`src/rtl/tdt_dtm_idr_q.sv`:
```
// DTM instruction/data register block with a pipelined DMI request queue.
// Bridges JTAG TAP capture/update strobes to an APB master valid/ready request port.
module tdt_dtm_idr_q #(
  parameter int unsigned DTM_IRREG_WIDTH = 5,
  parameter int unsigned DTM_ABITS       = 16,
  parameter int unsigned REQ_DEPTH       = 4,
  parameter logic [2:0]  IDLE_CYCLE      = 3'd1,
  parameter logic [31:0] IDCODE_VAL      = 32'h10000B6F,
  parameter int unsigned CHAIN_DW        = DTM_ABITS + 34
) (
  input  logic                       tclk,
  input  logic                       trst_b,
  input  logic                       ctrl_idr_capture_dr,
  input  logic                       ctrl_idr_update_dr,
  input  logic                       ctrl_idr_update_ir,
  input  logic [CHAIN_DW-1:0]        chain_idr_data,
  output logic [CHAIN_DW-1:0]        idr_chain_dr,
  output logic [DTM_IRREG_WIDTH-1:0] idr_chain_ir,
  output logic                       idr_dmi_mode,
  output logic                       dmihardreset,
  output logic                       dtm_apbm_wr_vld,
  output logic [DTM_ABITS-1:0]       dtm_apbm_wr_addr,
  output logic [1:0]                 dtm_apbm_wr_flg,
  output logic [31:0]                dtm_apbm_wdata,
  input  logic                       apbm_dtm_wr_ready,
  input  logic [31:0]                apbm_dtm_rdata,
  input  logic                       apbm_dtm_err
);

  localparam int unsigned PtrW = $clog2(REQ_DEPTH);
  localparam int unsigned CntW = PtrW + 1;

  localparam logic [DTM_IRREG_WIDTH-1:0] IrIdcode = DTM_IRREG_WIDTH'(5'h01);
  localparam logic [DTM_IRREG_WIDTH-1:0] IrDmiAcc = DTM_IRREG_WIDTH'(5'h02);
  localparam logic [DTM_IRREG_WIDTH-1:0] IrDtmcs  = DTM_IRREG_WIDTH'(5'h10);
  localparam logic [DTM_IRREG_WIDTH-1:0] IrDmi    = DTM_IRREG_WIDTH'(5'h11);

  localparam logic [1:0] OpRead  = 2'b01;
  localparam logic [1:0] OpWrite = 2'b10;
  localparam logic [1:0] StOk    = 2'b00;
  localparam logic [1:0] StErr   = 2'b10;
  localparam logic [1:0] StBusy  = 2'b11;

  // TAP-side registers
  logic [DTM_IRREG_WIDTH-1:0] r_ir;
  logic                       r_mode;
  logic [1:0]                 r_op_stat;
  logic                       r_hardreset;
  logic                       r_dmireset;
  logic [CHAIN_DW-1:0]        r_chain_dr;
  logic [DTM_ABITS-1:0]       r_res_addr;
  logic [31:0]                r_res_data;

  // Request queue
  logic [DTM_ABITS-1:0]       r_q_addr [REQ_DEPTH];
  logic [31:0]                r_q_data [REQ_DEPTH];
  logic [1:0]                 r_q_flg  [REQ_DEPTH];
  logic [PtrW-1:0]            r_wptr;
  logic [PtrW-1:0]            r_rptr;
  logic [CntW-1:0]            r_cnt;

  logic                       w_sel_dmi;
  logic                       w_sel_dtmcs;
  logic                       w_sel_dmiacc;
  logic                       w_empty;
  logic                       w_full;
  logic [1:0]                 w_op;
  logic                       w_req_ok;
  logic                       w_push;
  logic                       w_ovf;
  logic                       w_pop;
  logic [DTM_ABITS-1:0]       w_head_addr;
  logic [31:0]                w_head_data;
  logic [1:0]                 w_head_flg;
  logic [1:0]                 w_dmi_stat;
  logic [1:0]                 w_op_stat_d;
  logic [CHAIN_DW-1:0]        w_capture;

  assign w_sel_dmi    = (r_ir == IrDmi);
  assign w_sel_dtmcs  = (r_ir == IrDtmcs);
  assign w_sel_dmiacc = (r_ir == IrDmiAcc);

  assign w_empty = (r_cnt == '0);
  assign w_full  = (r_cnt == CntW'(REQ_DEPTH));

  assign w_op     = chain_idr_data[1:0];
  assign w_req_ok = ctrl_idr_update_dr && w_sel_dmi && (w_op == OpRead || w_op == OpWrite) &&
                    !r_mode && (r_op_stat == StOk);
  // Fullness is judged on the registered count; a same-cycle pop does not make room.
  assign w_push   = w_req_ok && !w_full;
  assign w_ovf    = w_req_ok && w_full;
  assign w_pop    = !w_empty && apbm_dtm_wr_ready;

  assign w_head_addr = r_q_addr[r_rptr];
  assign w_head_data = r_q_data[r_rptr];
  assign w_head_flg  = r_q_flg[r_rptr];

  assign w_dmi_stat = (w_full || r_op_stat == StBusy) ? StBusy : r_op_stat;

  always_comb begin
    w_op_stat_d = r_op_stat;
    if (r_dmireset) begin
      w_op_stat_d = StOk;
    end
    if (w_pop && apbm_dtm_err && w_op_stat_d == StOk) begin
      w_op_stat_d = StErr;
    end
    // Overflow outranks both a pending dmireset and a bus error.
    if (w_ovf) begin
      w_op_stat_d = StBusy;
    end
  end

  always_comb begin
    w_capture = '0;
    case (r_ir)
      IrIdcode: begin
        w_capture[31:0] = IDCODE_VAL;
      end
      IrDtmcs: begin
        w_capture[18]    = w_empty;
        w_capture[14:12] = IDLE_CYCLE;
        w_capture[11:10] = r_op_stat;
        w_capture[9:4]   = 6'(DTM_ABITS);
        w_capture[3:0]   = 4'h1;
      end
      IrDmiAcc: begin
        w_capture[0] = r_mode;
      end
      IrDmi: begin
        w_capture[1:0]             = w_dmi_stat;
        w_capture[33:2]            = r_res_data;
        w_capture[34 +: DTM_ABITS] = r_res_addr;
      end
      default: begin
        w_capture = '0;
      end
    endcase
  end

  always_ff @(posedge tclk or negedge trst_b) begin
    if (!trst_b) begin
      r_ir        <= IrIdcode;
      r_mode      <= 1'b0;
      r_op_stat   <= StOk;
      r_hardreset <= 1'b0;
      r_dmireset  <= 1'b0;
      r_chain_dr  <= '0;
    end else begin
      r_hardreset <= ctrl_idr_update_dr && w_sel_dtmcs && chain_idr_data[17];
      r_dmireset  <= ctrl_idr_update_dr && w_sel_dtmcs && chain_idr_data[16];
      if (ctrl_idr_capture_dr) begin
        r_chain_dr <= w_capture;
      end
      if (r_hardreset) begin
        r_ir      <= IrIdcode;
        r_mode    <= 1'b0;
        r_op_stat <= StOk;
      end else begin
        if (ctrl_idr_update_ir) begin
          r_ir <= chain_idr_data[DTM_IRREG_WIDTH-1:0];
        end
        if (ctrl_idr_update_dr && w_sel_dmiacc) begin
          r_mode <= chain_idr_data[0];
        end
        r_op_stat <= w_op_stat_d;
      end
    end
  end

  always_ff @(posedge tclk or negedge trst_b) begin
    if (!trst_b) begin
      r_wptr     <= '0;
      r_rptr     <= '0;
      r_cnt      <= '0;
      r_res_addr <= '0;
      r_res_data <= '0;
    end else if (r_hardreset) begin
      r_wptr     <= '0;
      r_rptr     <= '0;
      r_cnt      <= '0;
      r_res_addr <= '0;
      r_res_data <= '0;
    end else begin
      if (w_push) begin
        r_wptr <= r_wptr + PtrW'(1);
      end
      if (w_pop) begin
        r_rptr     <= r_rptr + PtrW'(1);
        r_res_addr <= w_head_addr;
        r_res_data <= (w_head_flg == OpRead) ? apbm_dtm_rdata : w_head_data;
      end
      case ({w_push, w_pop})
        2'b10:   r_cnt <= r_cnt + CntW'(1);
        2'b01:   r_cnt <= r_cnt - CntW'(1);
        default: r_cnt <= r_cnt;
      endcase
    end
  end

  // Entry storage needs no reset: head outputs are gated by valid.
  always_ff @(posedge tclk) begin
    if (w_push) begin
      r_q_addr[r_wptr] <= chain_idr_data[34 +: DTM_ABITS];
      r_q_data[r_wptr] <= chain_idr_data[33:2];
      r_q_flg[r_wptr]  <= w_op;
    end
  end

  assign idr_chain_dr     = r_chain_dr;
  assign idr_chain_ir     = r_ir;
  assign idr_dmi_mode     = r_mode;
  assign dmihardreset     = r_hardreset;
  assign dtm_apbm_wr_vld  = !w_empty;
  assign dtm_apbm_wr_addr = w_empty ? '0 : w_head_addr;
  assign dtm_apbm_wr_flg  = w_empty ? '0 : w_head_flg;
  assign dtm_apbm_wdata   = w_empty ? '0 : w_head_data;

endmodule

```
`config.mk`:
```
export PLATFORM = sky130hd
export DESIGN_NAME = tdt_dtm_idr_q
export DESIGN_NICKNAME = d
export VERILOG_FILES = /design/src/rtl/tdt_dtm_idr_q.sv
export SDC_FILE = /design/constraint.sdc
export NUM_CORES = 1
export LEC_CHECK = 0
export CAP_MARGIN = 20
export CORE_MARGIN = 2
export CORE_UTILIZATION = 50
export DETAILED_ROUTE_END_ITERATION = 7
export PLACE_DENSITY = 0.75
export SETUP_SLACK_MARGIN = 0.15
export SLEW_MARGIN = 25
export SYNTH_ARGS = -nofsm -noshare
export SYNTH_HDL_FRONTEND = slang
export SYNTH_SLANG_ARGS = --single-unit
```
`constraint.sdc`:
```
create_clock -name tclk -period 6.6 [get_ports tclk]
set_input_delay 0.99 -clock tclk [delete_from_list [all_inputs] [get_ports tclk]]
set_output_delay 0.99 -clock tclk [all_outputs]
set_load 0.03 [all_outputs]
```
* After elaboration in Yosys (flattened, before gate mapping)
Memories as Yosys holds them, arrays and structs flattened.
Cells that the tools add are included.
W data, S select, Z words.
** Storage, ports and cells
- Register bits after elaboration :: 115
- Bits in writable memories :: 200
- Input port bits :: 89
- Word-level logic and storage cells :: 87
- Memories :: 3
** Operators by class
- Add/sub/neg operators :: 4
- Equality and inequality tests :: 11
- Mux-type cells :: 31
- Reduce and logical (&&, ||, !) cells :: 27
** Memories
- r_q_data :: words 4, width 32, read ports 1, clocked after Yosys merged registers in 0, write ports 1, line 56 : logic [31:0] r_q_data [REQ_DEPTH];
- r_q_addr :: words 4, width 16, read ports 1, clocked after Yosys merged registers in 0, write ports 1, line 55 : logic [DTM_ABITS-1:0] r_q_addr [REQ_DEPTH];
- r_q_flg :: words 4, width 2, read ports 1, clocked after Yosys merged registers in 0, write ports 1, line 57 : logic [1:0] r_q_flg [REQ_DEPTH];
** Operators with widths (count)
- $mux W32 :: 4
- $mux W16 :: 3
- $pmux W14 S3 :: 1
- $pmux W13 S2 :: 1
- $mux W2 :: 10
- $mux W18 :: 1
- $logic_and A1 B1 Y1 :: 13
- $eq A5 B5 Y1 const B :: 2
- $mux W5 :: 2
- $reduce_bool A2 Y1 :: 4
- $eq A2 B1 Y1 const B :: 3
- $eq A2 B2 Y1 const B :: 3
- $mux W3 :: 2
- $pmux W3 S2 :: 1
- $eq A5 B1 Y1 const B :: 1
- $eq A5 B2 Y1 const B :: 1
- $add A2 B1 Y2 const B :: 2
- $logic_not A2 Y1 :: 2
- $mux W1 :: 4
- $add A3 B1 Y3 const B :: 1
- $eq A3 B3 Y1 const B :: 1
- $logic_not A1 Y1 :: 3
- $logic_not A3 Y1 :: 1
- $pmux W1 S3 :: 1
- other kinds (5) :: 6

* Longest topological paths before layout
- Depth in word-level cells :: 9
- Gate-level depth with buffers :: 9

* Worst setup path after synthesis
Ideal clock, no wire load.
- Path kind :: in2reg
- Start :: in ctrl_idr_update_dr
- End :: mem r_q_addr[0][0] (enable)
- Setup time :: 0.413 ns
- Arrival :: 3.046 ns
- Path slack :: 3.141 ns
- Stages :: 4
- Buffers on the path :: 1
- Cells stage by stage :: nor4b_1 and3_1 clkbuf_1 and3_1
** On the way
- Longest elaborated chain between the ends :: 7
** RTL lines
- start: declaration :: line 14 : input logic ctrl_idr_update_dr,
- $logic_and A1 B1 Y1 (3 in series) :: line 87 : assign w_req_ok = ctrl_idr_update_dr && w_sel_dmi && (w_op == OpRead || w_op == OpWrite) &&
- $logic_and A1 B1 Y1 :: line 88 : !r_mode && (r_op_stat == StOk);
- $logic_and A1 B1 Y1 :: line 90 : assign w_push = w_req_ok && !w_full;
- $mux W1 :: line 203 : if (w_push) begin
- $mux W1 (implied by the code) :: line 204 : r_q_addr[r_wptr] <= chain_idr_data[34 +: DTM_ABITS];
- end: declaration :: line 55
Every way passes these cells.

* Worst setup path after layout
- Start :: reg r_rptr[0]
- End :: out dtm_apbm_wdata[3]
** On the way
- Longest elaborated chain between the ends :: 2
** RTL lines
- start: declaration :: line 59 : logic [PtrW-1:0] r_rptr;
- start signal: assignment :: line 189 : r_rptr <= r_rptr + PtrW'(1);
- $mem_v2 Z4 W32
- $mux W32 :: line 217 : assign dtm_apbm_wdata = w_empty ? '0 : w_head_data;
- end: declaration :: line 24 : output logic [31:0] dtm_apbm_wdata,
Every way passes these cells.

==> results.json <==
{
  "yosysTopAreaCell": "edfxtp_1",
  "drive_gt1_share_pct": 14.3,
  "root_buffer": "clkbuf_16",
  "die_area_sq_mm": 0.0272,
  "area_growth_syn_to_layout_pct": 25.4,
  "core_sq_mm": 0.0253,
  "critPathLaunchType": "flip-flop",
  "htreeDepth": 1,
  "num_rows": 58,
  "tns_ns": 0,
  "synth_most_common_cell": "edfxtp_1",
  "synth_seq_cells": 315,
  "ys_seq_area_share_pct": 68.6,
  "crit_required_ns": 5.61,
  "reg2reg_depth": 4,
  "syn_area_sq_mm": 0.0129,
  "cts_buffers": 31,
  "synth_xor_area_share_pct": 0.203,
  "rr_startpoint": "idr_dmi_mode$_DFFE_PN0P_",
  "fill_cells": 1866,
  "ys_types": 45,
  "postLayoutSetupSlackWorst_ns": 2.57,
  "crit_fanout": 32,
  "grt_usage_pct": 22.4,
  "wl_per_cell_microns": 21.2,
  "fin_crit_ns": 4.03,
  "postCtsResizedCells": 0,
  "place_ws_ns": 2.60,
  "grt_pass1_vias": 7793,
  "yosysWarnings": 0,
  "place_hpwl_mm": 20.1,
  "antenna_found_initial": 2,
  "grt_pass1_wl_mm": 45.6,
  "postCtsSetupRepairBufs": 0,
  "skew_ns": 0.0146,
  "synth_simple_gate_area_share_pct": 9.97,
  "nets": 1171,
  "initial_core_util_pct": 51.1,
  "cts_hold_buf": 0,
  "worstSkewPairLatency_ns": 0.56,
  "syn_area_per_cell_sq_um": 14.4,
  "drt-initial-drc-count": 690,
  "die_h_microns": 165,
  "drt.antenna.violating_nets": 0,
  "synth_top_area_share_pct": 46.4,
  "grt_start_max_net_pins": 101,
  "ios": 197,
  "port_buffers": 196,
  "synth_compound_area_share_pct": 7.84,
  "hold_viol": 0,
  "die_w_microns": 165,
  "drc_errors": 0,
  "synth_flop_cell": "edfxtp_1",
  "max_freq_mhz": 248,
  "grt_overflow_total": 0,
  "dr.pass1.iters": 5,
  "relSlewSlack_pct": 38.7,
  "crit_arrival_ns": 3.04,
  "synthMuxAreaShare_pct": 9.16,
  "status": "finished, final reports clean",
  "viasPerCell": 5.53,
  "cts.sinks": 315,
  "p_leak_nw": 5.79,
  "hp-class": "input pin to asynchronous set/reset pin",
  "finish.utilization_pct": 64.1,
  "synth_top_family_by_area": "simple AND/OR/NAND/NOR gates",
  "syn_nets": 990,
  "min_period_over_period_pct": 61.0,
  "clkTransAtPathRegs_ns": 0.06,
  "rsz0062_at_grt": "false",
  "synth_common_cells": "200 x edfxtp_1, 114 x dfrtp_1, 102 x nand2_1, 54 x nor2b_1, 52 x nor2_1",
  "via_count": 7926,
  "syn_inst": 896,
  "synth-edff-count": 200,
  "criticalPathCategory": "flip-flop to output port",
  "setup_viol": 0,
  "crit_start": "r_rptr[0]$_DFFE_PN0P_",
  "final_max_slew_viol_count": 0,
  "drv_cap": 0,
  "worst-slew-pin-transition_ns": 0.918,
  "clock_path_buffers": 3,
  "power.density_mw_per_mm2": 418,
  "cts_tree": "done",
  "end_kind": "output port",
  "totalWireLength_mm": 30.4,
  "synthAdderAreaFrac_pct": 0.541,
  "gp_congestion": 0.804,
  "synth_area_leaders": "edfxtp_1 46%, dfrtp_1 22%, mux4_2 8.7%",
  "async_flop_share_pct": 36.5,
  "irDropWorstVdd_uv": 206
}
[sequential cells by signal, indices dropped and copies added (netlist names)]
name and flops:
r_dmireset 1, r_op_stat 2, r_q_data 128, r_wptr 2, r_res_addr 16, r_rptr 2, idr_chain_dr 50, r_cnt 3
r_q_flg 8, r_q_addr 64, dmihardreset 1, idr_dmi_mode 1, idr_chain_ir 5, r_res_data 32
[final cells by class]
| cell class | instances | area, sq um | area share, % |
|---|---|---|---|
| Clock buffer | 35 | 791 | 4.87 |
| Timing Repair Buffer | 212 | 2090 | 12.9 |
| Sequential cell | 315 | 8890 | 54.8 |
| Tap cell | 330 | 413 | 2.54 |
| Inverter | 49 | 184 | 1.13 |
| Clock inverter | 22 | 243 | 1.50 |
| Multi-Input combinational cell | 468 | 3610 | 22.2 |
| Antenna cell | 2 | 5.00 | 0.0308 |
[per-stage QoR]
step                cell area [sq um]  power (W)  hold WS (ns)  cells
finish                          16200    0.00679         0.465   1433
global route                    16200    0.00708         0.505   1432
CTS                             16200    0.00683         0.469   1431
detailed placement              15200    0.00505         0.488   1374
global placement                15200    0.00499         0.479   1373
floorplan                       12900    0.00412         0.469    896
[per-layer routing]
layer	vias to the layer above	GRT usage, %	wire [microns]
li1	3631	-	-
met1	3937	33.1	13200
met2	310	34.6	14400
met3	46	3.34	2000
met4	2	7.31	830
met5	-	0	13
[critical path, stage by stage, from the launching register on]
cell and delay (ns):
dfrtp_4 0.73, buf_16 0.30, mux4_2 0.60, nor2b_1 0.19, clkdlybuf4s50_1 0.62
[power breakdown]
part           internal (W)  switching, W
Combinational       0.00108       0.00145
Clock               0.00105      0.000720
Sequential          0.00230      0.000186
Total               0.00443       0.00236
[logic make-up (layout without fill, tap and decap cells)]
logic type               Yosys count  count (layout)
flip-flops                       315             315
AND/OR/NAND/NOR                  274             274
AO/OA/AOI/OAI                    130             130
buffers and inverters            113             318
multiplexers                      56              56
adder cells (fa/ha/maj)            5               5
XOR/XNOR                           3               3
other                              0               2
[placed cells by master (no fill, tap or decap), drive strengths merged, types with 26 or more instances in the layout]
cell,count
nor2,52
mux4,50
inv,50
a311oi,32
edfxtp,200
nand3,41
nand2,102
clkbuf,35
o21ai,50
nor2b,54
dfrtp,114
clkdlybuf4s50,194
a21oi,26
[final timing paths]
check,to,slack (ns)
min in group tclk,idr_chain_dr[21]$_DFFE_PN0P_,0.50
setup reg to reg,r_q_data[0][27]$_DFFE_PP_,3.58
setup / recovery,dtm_apbm_wdata[3],2.57
hold / removal,r_res_addr[5]$_DFFE_PN0P_,0.46
max in group asynchronous,dmihardreset$_DFF_PN0_,4.84
hold reg to reg,idr_chain_dr[21]$_DFFE_PN0P_,0.50
Power figures use the tool's default switching activity.
